--- src/rtl/wb_timer.sv ---
// ============================================================================
// Module   : wb_timer
// Purpose  : Wishbone machine timer with a 64-bit mtime, a 64-bit mtimecmp
//            and a prescaler, driving a level timer interrupt.
// Revision : 1.0 - initial release
// ============================================================================
`default_nettype none

module wb_timer #(
  parameter int                    PRESCALE_W   = 16,
  parameter logic [PRESCALE_W-1:0] PRESCALE_RST = '0
) (
  input  logic        wb_clk_i,
  input  logic        wb_rst_ni,
  input  logic [2:0]  wb_adr_i,
  input  logic [31:0] wb_dat_i,
  output logic [31:0] wb_dat_o,
  input  logic        wb_we_i,
  input  logic [3:0]  wb_sel_i,
  input  logic        wb_stb_i,
  output logic        wb_ack_o,
  output logic        timer_int_o
);

  localparam logic [2:0] ADR_MTIME_LO = 3'd0;
  localparam logic [2:0] ADR_MTIME_HI = 3'd1;
  localparam logic [2:0] ADR_CMP_LO   = 3'd2;
  localparam logic [2:0] ADR_CMP_HI   = 3'd3;
  localparam logic [2:0] ADR_CTRL     = 3'd4;
  localparam logic [2:0] ADR_PRESCALE = 3'd5;
  localparam logic [2:0] ADR_STATUS   = 3'd6;

  logic [63:0]           mtime_q,     mtime_d;
  logic [31:0]           shadow_hi_q, shadow_hi_d;
  logic [63:0]           cmp_q,       cmp_d;
  logic                  en_q,        en_d;
  logic                  ie_q,        ie_d;
  logic [PRESCALE_W-1:0] presc_q,     presc_d;
  logic [PRESCALE_W-1:0] presc_cnt_q, presc_cnt_d;
  logic                  ack_q,       ack_d;
  logic [31:0]           dat_q,       dat_d;
  logic                  int_q,       int_d;

  logic        access;
  logic        wr;
  logic        rd;
  logic        tick;
  logic        match;
  logic [63:0] mtime_inc;
  logic [31:0] rdata;

  function automatic logic [31:0] merge_bytes(input logic [31:0] old_v,
                                               input logic [31:0] new_v,
                                               input logic [3:0]  sel);
    logic [31:0] res;
    res = old_v;
    for (int b = 0; b < 4; b++) begin
      if (sel[b]) res[b*8 +: 8] = new_v[b*8 +: 8];
    end
    return res;
  endfunction

  assign access    = wb_stb_i & ~ack_q;
  assign wr        = access & wb_we_i;
  assign rd        = access & ~wb_we_i;
  assign tick      = en_q && (presc_cnt_q == presc_q);
  assign match     = (mtime_q >= cmp_q);
  assign mtime_inc = mtime_q + 64'd1;

  always_comb begin
    rdata = '0;
    case (wb_adr_i)
      ADR_MTIME_LO: rdata = mtime_q[31:0];
      ADR_MTIME_HI: rdata = shadow_hi_q;
      ADR_CMP_LO:   rdata = cmp_q[31:0];
      ADR_CMP_HI:   rdata = cmp_q[63:32];
      ADR_CTRL:     rdata = {30'd0, ie_q, en_q};
      ADR_PRESCALE: rdata[PRESCALE_W-1:0] = presc_q;
      ADR_STATUS:   rdata = {31'd0, match};
      default:      rdata = '0;
    endcase
  end

  always_comb begin
    mtime_d     = tick ? mtime_inc : mtime_q;
    shadow_hi_d = shadow_hi_q;
    cmp_d       = cmp_q;
    en_d        = en_q;
    ie_d        = ie_q;
    presc_d     = presc_q;
    presc_cnt_d = presc_cnt_q + 1'b1;
    if (!en_q || tick) presc_cnt_d = '0;

    // A bus write to either mtime half suppresses the tick for the whole word.
    if (wr) begin
      case (wb_adr_i)
        ADR_MTIME_LO: mtime_d = {mtime_q[63:32],
                                 merge_bytes(mtime_q[31:0], wb_dat_i, wb_sel_i)};
        ADR_MTIME_HI: mtime_d = {merge_bytes(mtime_q[63:32], wb_dat_i, wb_sel_i),
                                 mtime_q[31:0]};
        ADR_CMP_LO:   cmp_d[31:0]  = merge_bytes(cmp_q[31:0], wb_dat_i, wb_sel_i);
        ADR_CMP_HI:   cmp_d[63:32] = merge_bytes(cmp_q[63:32], wb_dat_i, wb_sel_i);
        ADR_CTRL: begin
          if (wb_sel_i[0]) begin
            en_d = wb_dat_i[0];
            ie_d = wb_dat_i[1];
          end
        end
        ADR_PRESCALE: begin
          for (int i = 0; i < PRESCALE_W; i++) begin
            if (wb_sel_i[i/8]) presc_d[i] = wb_dat_i[i];
          end
          presc_cnt_d = '0;
        end
        default: ;
      endcase
    end

    if (rd && (wb_adr_i == ADR_MTIME_LO)) shadow_hi_d = mtime_q[63:32];

    ack_d = wb_stb_i & ~ack_q;
    dat_d = access ? rdata : dat_q;
    int_d = match & ie_q;
  end

  always_ff @(posedge wb_clk_i or negedge wb_rst_ni) begin
    if (!wb_rst_ni) begin
      mtime_q     <= '0;
      shadow_hi_q <= '0;
      cmp_q       <= '1;
      en_q        <= 1'b0;
      ie_q        <= 1'b0;
      presc_q     <= PRESCALE_RST;
      presc_cnt_q <= '0;
      ack_q       <= 1'b0;
      dat_q       <= '0;
      int_q       <= 1'b0;
    end else begin
      mtime_q     <= mtime_d;
      shadow_hi_q <= shadow_hi_d;
      cmp_q       <= cmp_d;
      en_q        <= en_d;
      ie_q        <= ie_d;
      presc_q     <= presc_d;
      presc_cnt_q <= presc_cnt_d;
      ack_q       <= ack_d;
      dat_q       <= dat_d;
      int_q       <= int_d;
    end
  end

  assign wb_ack_o    = ack_q;
  assign wb_dat_o    = dat_q;
  assign timer_int_o = int_q;

endmodule

`default_nettype wire

--- config.mk ---
export PLATFORM = sky130hd
export DESIGN_NAME = wb_timer
export DESIGN_NICKNAME = d
export VERILOG_FILES = /design/src/rtl/wb_timer.sv
export SDC_FILE = /design/constraint.sdc
export NUM_CORES = 1
export LEC_CHECK = 0
export BUFFER_PORTS_ARGS = -buffer_cell sky130_fd_sc_hd__buf_4
export CAP_MARGIN = 20
export CELL_PAD_IN_SITES_DETAIL_PLACEMENT = 1
export CELL_PAD_IN_SITES_GLOBAL_PLACEMENT = 1
export CORE_MARGIN = 2
export CORE_UTILIZATION = 52
export CTS_CLUSTER_DIAMETER = 30
export CTS_CLUSTER_SIZE = 24
export DETAILED_ROUTE_END_ITERATION = 10
export PLACE_DENSITY_LB_ADDON = 0.1
export SLEW_MARGIN = 40
export SYNTH_ARGS = -nofsm -noshare
export SYNTH_HDL_FRONTEND = slang
export SYNTH_SLANG_ARGS = --single-unit
--- constraint.sdc ---
create_clock -name wb_clk_i -period 5.1 [get_ports wb_clk_i]
set_clock_uncertainty 0.1 [all_clocks]
set_input_delay 1.02 -clock wb_clk_i [delete_from_list [all_inputs] [get_ports wb_clk_i]]
set_output_delay 1.02 -clock wb_clk_i [all_outputs]
set_load 0.05 [all_outputs]
==> flow_summary.yaml <==
grt:
  grt_pass1_vias: 12700
  grt_pass1_wl_um: 70500
  grt_usage_pct: 35.3
  grt_overflow_total: 0
  grt_max_degree: 75
  antenna_found_initial: 0
finish:
  fill_cells: 2678
  area_growth_pct: 21.9
  most-common-layout-cells: "dfrtp_1, nand2_1, nor2_1"
  seqCellArea_um2: 5790
  multiInputGateArea_um2: 6390
  fin_area_um2: 15400
  nets: 1509
  drive_above_1_share_pct: 23.0
  layout_commonest_cell: "dfrtp_1"
  n_antenna_cell: 0
  fin_util_pct: 64.1
critical_path:
  crit_required_ns: 5.43
  cp-start-kind: "flop"
  cp_max_fo: 12
  worstPathArrival_ns: 3.95
  r2r_end: "mtime_q[28]"
  cpMaxStageDelayCell: "nor4_4"
  endpoint_kind: "flop"
  path_cells: "xnor2_1, nand4_1, nor4_4, nand3_1, nor3_2, a211oi_1, a311oi_1"
  reg2reg_from: "presc_cnt_q[2]"
  reg2regPathDepth: 7
  slowest_delay_ns: 0.69
  worstSetupPathType: "flop to flop"
  r2r_setup_slack_ns: 1.48
timing:
  relSlewSlack_pct: 42.8
  hold_violations: 0
  drv_slew: 0
  tns_ns: 0
  max_freq_mhz: 276
  rsz0062_at_grt: "false"
  finalCriticalPeriod_ns: 3.62
  max_slew.worst_pin.slew_ns: 0.855
  post-route-period-util_pct: 71.0
  setup_viol: 0
  worst_slack_ns: 1.48
run_status:
  status: "finished clean"
logic_synthesis:
  synth_area_leaders: "dfrtp_1, dfstp_2, ha_1, mux2_2, nand2_1"
  synth.net_count: 1423
  synth-main-ff-cell: "dfrtp_1"
  syn_avg_cell_area_um2: 9.64
  yosys_warnings: 0
  yosysSeqAreaShare_pct: 45.7
  netlist.area_leader.share_pct: 32.4
  async_flop_share_pct: 100
  synth_area_leader_cell: "dfrtp_1"
  synth_area_um2: 12700
  syn-instance-count: 1314
  synth_edf_count: 0
  synthDistinctLibCells: 68
  synth_seq_cells: 228
floorplanning:
  die_area_um2: 25600
  initial_core_util_pct: 52.6
  core_um2: 24100
  die_h_um: 160
  rows: 57
  ios: 77
  die_w_um: 160
drt:
  drtIter0Drc: 790
  drc_errors: 0
  wl_per_cell_um: 25.6
  vias: 11500
  detail_route.first_pass.iterations: 5
  viasPerCell: 6.52
  antenna_left: 0
  routed_wl_um: 45200
cts:
  tritoncts: "built"
  numCtsBuffers: 52
  clkTransAtPathRegs_ns: 0.05
  htree_levels: 2
  cts-root-buf: "clkbuf_16"
  clockBufferDepth: 3
  clock_sinks: 228
  cts_setup_buffers: 0
  cts_resized: 0
  cts_hold_buf: 0
  clk_latency_ns: 0.56
power:
  p_per_area_nw_per_um2: 493
  p_leak_nw: 6.73
  ir_drop_mv: 0.357
worst_hold_path:
  hold_path.class: "input port to async pin"
placement:
  gp_congestion: 0.898
  io_buffers: 76
  place_area_um2: 13600
  pre_cts_slack_ns: 1.54
  dp_hpwl_um: 29900
run:
  max_cap_violations: 0
## cells by family after synthesis
| family | after synthesis | synth area share [%] |
|---|---|---|
| muxes | 85 | 7.47 |
| adders and majority gates | 66 | 6.52 |
| AOI/OAI and AO/OA | 313 | 16.5 |
| DFF | 228 | 45.7 |
| buffers and inverters | 135 | 4.07 |
| xor gates and xnor gates | 29 | 2.00 |
| and+or+nand+nor | 458 | 17.8 |
## critical path, delay by kind of cell, from the launching register on
| kind | cells | cell delay [ns] |
|---|---|---|
| AND/OR/NAND/NOR | 4 | 2.22 |
| AO/OA/AOI/OAI | 2 | 0.45 |
| flip-flops | 1 | 0.43 |
| XOR/XNOR | 1 | 0.29 |
## cell type report
| cell class | count | area share, % |
|---|---|---|
| well taps | 324 | 2.62 |
| flip-flops and latches | 228 | 37.5 |
| clock buffers | 70 | 9.38 |
| repair buffers | 92 | 4.73 |
| multi-input cells | 951 | 41.4 |
| clock inverters | 28 | 2.60 |
| inverters | 75 | 1.82 |
## where the power goes
part           internal, mW  switching [mW]
logic                 0.585           0.891
registers              2.24           0.404
clock network          2.39            1.10
## per-stage QoR
step | power (mW) | std cells | hold WS (ns)
finish | 7.61 | 1768 | 0.328
global route | 7.90 | 1768 | 0.341
CTS | 7.61 | 1767 | 0.317
detailed placement | 4.05 | 1669 | 0.371
global placement | 3.95 | 1668 | 0.370
floorplan | 3.46 | 1314 | 0.351
## how the worst max path moves through the flow
stage | slack, ns | startpoint | to
2_1_floorplan | 2.32 | wb_adr_i[0] | presc_q[0]
3_3_place_gp | 1.67 | wb_adr_i[1] | mtime_q[29]
3_5_place_dp | 1.54 | wb_stb_i | mtime_q[29]
4_1_cts | 1.56 | presc_cnt_q[2] | mtime_q[28]
5_1_grt | 1.32 | presc_cnt_q[2] | mtime_q[22]
6_report | 1.48 | presc_cnt_q[2] | mtime_q[28]
## Yosys cell counts, types with 3 or more instances
cell type,n
inv_1,74
a221oi_1,18
nand2_1,147
dfstp_2,64
nand4_1,31
a21oi_1,33
o211ai_1,12
o22ai_1,3
o21a_1,3
clkbuf_1,50
and4_1,15
ha_1,66
xor2_1,7
a311oi_1,21
buf_1,8
or3_1,5
o311ai_0,9
nor3_1,32
o21ai_0,97
a211oi_1,29
mux2i_1,18
o32ai_1,3
a31oi_1,21
and2_1,8
o31ai_1,7
a22oi_1,37
a21o_1,3
xnor2_1,22
and3_1,33
nor2b_1,6
mux2_2,66
nand3_1,39
nor2_1,110
nor4_1,4
nand2b_1,7
dfrtp_1,164
## state kept, by name, indices dropped and copies added (netlist names)
name	cells
wb_dat_o	32
presc_cnt_q	16
shadow_hi_q	32
ie_q	1
wb_ack_o	1
mtime_q	64
presc_q	16
timer_int_o	1
en_q	1
cmp_q	64
## layer usage
layer	track usage [%]	vias up	share of wire, %
li1	-	5011	-
met1	41.7	5869	39
met2	60.9	458	49
met3	5.77	196	5.6
met4	20.4	0	6.1
met5	0	-	0
Power figures use the tool's default switching activity.
